==> config.mk <==
export PLATFORM = sky130hd
export DESIGN_NAME = esteira_posicionador
export DESIGN_NICKNAME = d
export VERILOG_FILES = /design/src/rtl/esteira_posicionador.sv
export SDC_FILE = /design/constraint.sdc
export NUM_CORES = 1
export LEC_CHECK = 0
export BUFFER_PORTS_ARGS = -buffer_cell sky130_fd_sc_hd__buf_4
export CORE_MARGIN = 8
export CORE_UTILIZATION = 40
export DETAILED_ROUTE_END_ITERATION = 10
export GPL_TIMING_DRIVEN = 0
export PLACE_DENSITY = 0.68
export SLEW_MARGIN = 25
export SYNTH_ARGS = -nofsm -noshare
export SYNTH_HDL_FRONTEND = slang
export SYNTH_SLANG_ARGS = --single-unit
export TNS_END_PERCENT = 1
==> constraint.sdc <==
create_clock -name clk -period 2.5 [get_ports clk]
set_input_delay 0.25 -clock clk [delete_from_list [all_inputs] [get_ports clk]]
set_output_delay 0.25 -clock clk [all_outputs]
set_load 0.05 [all_outputs]
==> src/rtl/esteira_posicionador.sv <==
// Conveyor belt positioner: steps the belt one position every STEP_DIV clocks while moving
// and stops automatically at the filling, quality-control and sealing stations.
module esteira_posicionador #(
    parameter int POS_W     = 4,
    parameter int STEP_DIV  = 4,
    parameter int POS_MAX   = 15,
    parameter int POS_ENCH  = 3,
    parameter int POS_CQ    = 7,
    parameter int POS_LACRE = 11
) (
    input  logic             clk,
    input  logic             Reset,
    input  logic             Mover_Req,
    input  logic             Pausa,
    output logic             Motor_On,
    output logic [POS_W-1:0] Posicao,
    output logic             Motor_Parado_Pos_Enchimento,
    output logic             Motor_Parado_Pos_CQ,
    output logic             Motor_Parado_Pos_Lacre,
    output logic             Fim_Ciclo,
    output logic [7:0]       Contador_Ciclos
);

    localparam int DIV_W = (STEP_DIV > 1) ? $clog2(STEP_DIV) : 1;
    localparam logic [DIV_W-1:0] DIV_LAST = DIV_W'(STEP_DIV - 1);
    localparam logic [POS_W-1:0] P_MAX    = POS_W'(POS_MAX);
    localparam logic [POS_W-1:0] P_ENCH   = POS_W'(POS_ENCH);
    localparam logic [POS_W-1:0] P_CQ     = POS_W'(POS_CQ);
    localparam logic [POS_W-1:0] P_LACRE  = POS_W'(POS_LACRE);

    if (STEP_DIV < 1) begin : g_err_div
        $error("esteira_posicionador: STEP_DIV must be >= 1");
    end
    if (POS_MAX < 1 || POS_MAX > (1 << POS_W) - 1) begin : g_err_max
        $error("esteira_posicionador: POS_MAX does not fit in POS_W bits");
    end
    if (POS_ENCH < 1 || POS_CQ < 1 || POS_LACRE < 1 ||
        POS_ENCH > POS_MAX || POS_CQ > POS_MAX || POS_LACRE > POS_MAX ||
        POS_ENCH == POS_CQ || POS_ENCH == POS_LACRE || POS_CQ == POS_LACRE) begin : g_err_sta
        $error("esteira_posicionador: stations must be distinct, nonzero and <= POS_MAX");
    end

    typedef enum logic [1:0] {
        PARADO  = 2'd0,
        MOVENDO = 2'd1,
        PAUSADO = 2'd2
    } estado_t;

    estado_t          estado, estado_prox;
    logic [DIV_W-1:0] divisor, divisor_prox;
    logic [POS_W-1:0] pos_prox;
    logic [7:0]       ciclos_prox;
    logic             avanca;
    logic             volta;

    function automatic logic eh_estacao(input logic [POS_W-1:0] p);
        return (p == P_ENCH) || (p == P_CQ) || (p == P_LACRE);
    endfunction

    // The edge that releases Pausa also counts, so a pause of N cycles delays arrival by N.
    always_comb begin
        estado_prox  = estado;
        divisor_prox = divisor;
        pos_prox     = Posicao;
        ciclos_prox  = Contador_Ciclos;
        avanca       = 1'b0;
        volta        = 1'b0;

        case (estado)
            PARADO: begin
                if (Mover_Req && !Pausa) begin
                    estado_prox  = MOVENDO;
                    divisor_prox = '0;
                end
            end
            MOVENDO, PAUSADO: begin
                if (Pausa) begin
                    estado_prox = PAUSADO;
                end else begin
                    estado_prox = MOVENDO;
                    avanca      = 1'b1;
                end
            end
            default: estado_prox = PARADO;
        endcase

        if (avanca) begin
            if (divisor == DIV_LAST) begin
                divisor_prox = '0;
                if (Posicao == P_MAX) begin
                    pos_prox    = '0;
                    volta       = 1'b1;
                    ciclos_prox = Contador_Ciclos + 8'd1;
                end else begin
                    pos_prox = Posicao + 1'b1;
                end
                if (eh_estacao(pos_prox)) begin
                    estado_prox = PARADO;
                end
            end else begin
                divisor_prox = divisor + 1'b1;
            end
        end
    end

    // Outputs are registered from the next-state values so they line up with the state register.
    always_ff @(posedge clk or posedge Reset) begin
        if (Reset) begin
            estado                      <= PARADO;
            divisor                     <= '0;
            Posicao                     <= '0;
            Contador_Ciclos             <= '0;
            Motor_On                    <= 1'b0;
            Motor_Parado_Pos_Enchimento <= 1'b0;
            Motor_Parado_Pos_CQ         <= 1'b0;
            Motor_Parado_Pos_Lacre      <= 1'b0;
            Fim_Ciclo                   <= 1'b0;
        end else begin
            estado                      <= estado_prox;
            divisor                     <= divisor_prox;
            Posicao                     <= pos_prox;
            Contador_Ciclos             <= ciclos_prox;
            Motor_On                    <= (estado_prox == MOVENDO);
            Motor_Parado_Pos_Enchimento <= (estado_prox == PARADO) && (pos_prox == P_ENCH);
            Motor_Parado_Pos_CQ         <= (estado_prox == PARADO) && (pos_prox == P_CQ);
            Motor_Parado_Pos_Lacre      <= (estado_prox == PARADO) && (pos_prox == P_LACRE);
            Fim_Ciclo                   <= volta;
        end
    end

endmodule

==> impl_metrics.ini <==
[worst_setup_path]
cp.buffers_inverters = 1
worstSetupPathDepth = 5
timing.setup.critical_path_class = flop to flop
worstSetupStartpointType = flop
cp-end-kind = flop
r2r.worst_path.cells = 5
cp_slowest_stage_delay_ns = 0.58
worst-r2r-setup-slack_ns = 0.54
rr_endpoint = Contador_Ciclos[1]
timing.critical_path.fanout_max = 9
crit_path_end = Contador_Ciclos[1]
worst_path_dominant_cell_family = flip-flops
series_of_cell_instances_along_the_critical_path = ha_1 -> clkbuf_2 -> nand3_1 -> nor2_1 -> mux2_2
worst_r2r_start = Posicao[1]
worst_ep_required_time_ns = 2.72
critPathSlowestCell = dfrtp_1
worst_setup_path_startpoint = Posicao[1]
timing.critical_path.arrival_ns = 2.18

[placement]
post-dp-hpwl_um = 1800
place_congestion = 0.812
preCtsSetupSlack_ns = 0.554
buffer_ports.inserted = 20

[sta]
final.setup.worst_slack_ns = 0.537
crit_path_time_final_ns = 1.96
timing_max_transition_violations_final = 0
max-slew-margin-rel = 0.452
finalSetupViolations = 0
hold_violations = 0
setup_total_negative_slack_ns = 0
max_slew.worst_pin.slew_ns = 0.821
min_period_over_period = 0.785
timing.clock.skew_ns = 0.00767
grt_setup_unrepaired = false
max_freq_ghz = 0.510

[flow_run]
maxCapViolations = 0

[cts]
clkTransAtPathRegs_ns = 0.12
cts_buffers = 3
post_cts_resize_count = 0
clock_sink_count = 21
holdBufCountCts = 0
cts_tree = built
post_cts_buffers = 0
cts.htree.levels = 1
ctsLongestPathBuffers = 2
cts.root.buffer_cell = clkbuf_4
insertion_delay_ns = 0.32

[die]
num_io_pins = 21
placement_rows = 19
overall_die_width_um = 70.1
floorplan.initialDensity = 0.422
floorplan.die.height_um = 70.1
design.die.area_um2 = 4920
core_area_um2 = 2780

[synthesis]
yosys-mux-area-fraction = 0.00961
synth_simple_gate_area_frac = 0.191
synth_cells = 110
synth_compound_gate_area_share = 0.161
postSynthRegisterBits = 21
synthAdderAreaFrac = 0.0640
post_synth_instance_area_um2 = 1170
postSynthNetCount = 120
synth-seq-area-share = 0.448
main_combinational_cell_family_by_area_after_synthesis = simple AND/OR/NAND/NOR gates
syn_area_per_cell_um2 = 10.7
yosys_warnings = 0
unique_cell_type_count_in_the_yosys_netlist = 38
post_synth_xor_xnor_area = 0.0598

[global_route]
maximum_number_of_pins_on_one_net_before_global_route_repair = 22
global_route_wire_length_before_repair_um = 4140
gr_usage_total = 0.101
overflow = 0
grt_pass1_vias = 902
antenna_found_initial = 0

[detailed_routing]
drtIter0Drc = 59
route.detailed.drc = 0
detail_route.wl_per_cell_um = 14.3
drt-vias-per-instance = 5.36
detail_route.first_pass.iterations = 4
totalWireLength_um = 2360
num_vias = 885
antenna_left = 0

[cells_and_area]
finish.net_count = 145
antenna-diode-count = 0
drive_gt1_frac = 0.299
areaGrowthSynthToFinish_pct = 18.5
number_of_fill_cells = 273

[power]
finalPower_mw = 1.18
power-per-cell-area_nw_per_um2 = 846
p_leak_nw = 0.706
vdd_drop_max_v = 0.000473

[min_path]
min-delay-path-class = primary input to asynchronous set/reset pin

[run_status]
outcome = completed
[flip-flops by register name (all words and copies together) (netlist names)]
| signal | cells |
|---|---|
| Posicao | 4 |
| Motor_Parado_Pos_Enchimento | 1 |
| Motor_Parado_Pos_Lacre | 1 |
| Motor_On | 1 |
| Contador_Ciclos | 8 |
| Motor_Parado_Pos_CQ | 1 |
| Fim_Ciclo | 1 |
| estado | 2 |
| divisor | 2 |
[per-stage QoR]
stage | cell area, um^2 | hold slack [ns] | instances | util
2_1_floorplan | 1170 | 0.227 | 110 | -
4_1_cts | 1390 | 0.110 | 165 | 0.499
5_1_grt | 1390 | 0.144 | 165 | 0.499
6_report | 1390 | 0.0770 | 165 | 0.499
3_5_place_dp | 1360 | 0.456 | 161 | 0.489
3_3_place_gp | 1360 | 0.447 | 161 | 0.489
[Yosys cell counts]
cell type  instances  area, um^2
clkbuf_2           1        5.00
o31ai_1            2        15.0
nand3_1            3        15.0
and4b_1            1        10.0
o32a_1             1        10.0
a211oi_2           1        12.5
and2b_2            1        8.76
a211oi_1           2        15.0
nor3b_1            1        7.51
a21oi_1            3        15.0
a221oi_2           1        15.0
a311oi_2           1        15.0
xnor2_1            6        52.6
nor4_1             2        12.5
nor3_2             2        20.0
nor2_1             4        15.0
and3b_4            1        12.5
nand4_1            3        18.8
buf_4              2        15.0
inv_1             11        41.3
buf_2              1        5.00
xor2_1             2        17.5
and4_1             1        8.76
nor3_1             3        15.0
mux2_2             1        11.3
ha_1               6        75.1
o21ai_0            4        20.0
nand2_2            1        6.26
a21bo_1            1        10.0
a32o_1             1        10.0
a21o_1             2        15.0
o41ai_1            1        8.76
nand3b_4           2        40.0
dfrtp_1           21         526
nand2_1            9        33.8
a31oi_1            3        18.8
buf_6              1        11.3
a211o_1            1        8.76
[logic make-up after synthesis]
logic type	Yosys count
flops	21
simple gates	34
fa+ha+maj	6
buf+inv	16
xor+xnor	8
compound gates	24
mux	1
[cells in the final DEF (no fill, tap or decap), drive strengths merged, types with 4 or more instances in the layout]
| cell type | count |
|---|---|
| inv | 11 |
| buf | 24 |
| nor3 | 5 |
| xnor2 | 6 |
| o21ai | 4 |
| nor2 | 4 |
| ha | 6 |
| nand2 | 10 |
| clkbuf | 4 |
| dfrtp | 21 |
[how the worst min path moves through the flow]
stage           from                  to  slack, ns  depth (start not counted)
5_1_grt        Reset          divisor[0]       0.14                          2
3_5_place_dp   Reset  Contador_Ciclos[0]       0.46                          2
2_1_floorplan  Reset  Contador_Ciclos[0]       0.23                          1
3_3_place_gp   Reset  Contador_Ciclos[1]       0.45                          2
6_report       Reset  Contador_Ciclos[0]       0.08                          2
4_1_cts        Reset  Contador_Ciclos[0]       0.11                          2
[metal layers]
layer | GRT usage | vias to the layer above | wire length (um)
met5 | 0 | - | 0
met4 | 0.0536 | 0 | 48
met3 | 0.0297 | 4 | 100
met2 | 0.169 | 13 | 1160
met1 | 0.114 | 421 | 1050
li1 | - | 447 | -
[where the power goes]
group,switching (mW),internal [mW]
Clock,0.109,0.0599
Sequential,0.0520,0.396
Combinational,0.350,0.209
Total,0.511,0.664
[cell type report]
| class | instances | area [um^2] | area share |
|---|---|---|---|
| clock inverters | 1 | 5.00 | 0.00360 |
| inverters | 11 | 41.3 | 0.0297 |
| multi-input cells | 73 | 569 | 0.410 |
| flip-flops and latches | 21 | 526 | 0.378 |
| repair buffers | 20 | 150 | 0.108 |
| clock buffers | 3 | 22.5 | 0.0162 |
| plain buffers | 5 | 36.3 | 0.0261 |
| well taps | 31 | 38.8 | 0.0279 |
No activity file was read; power rests on OpenSTA's default activity.
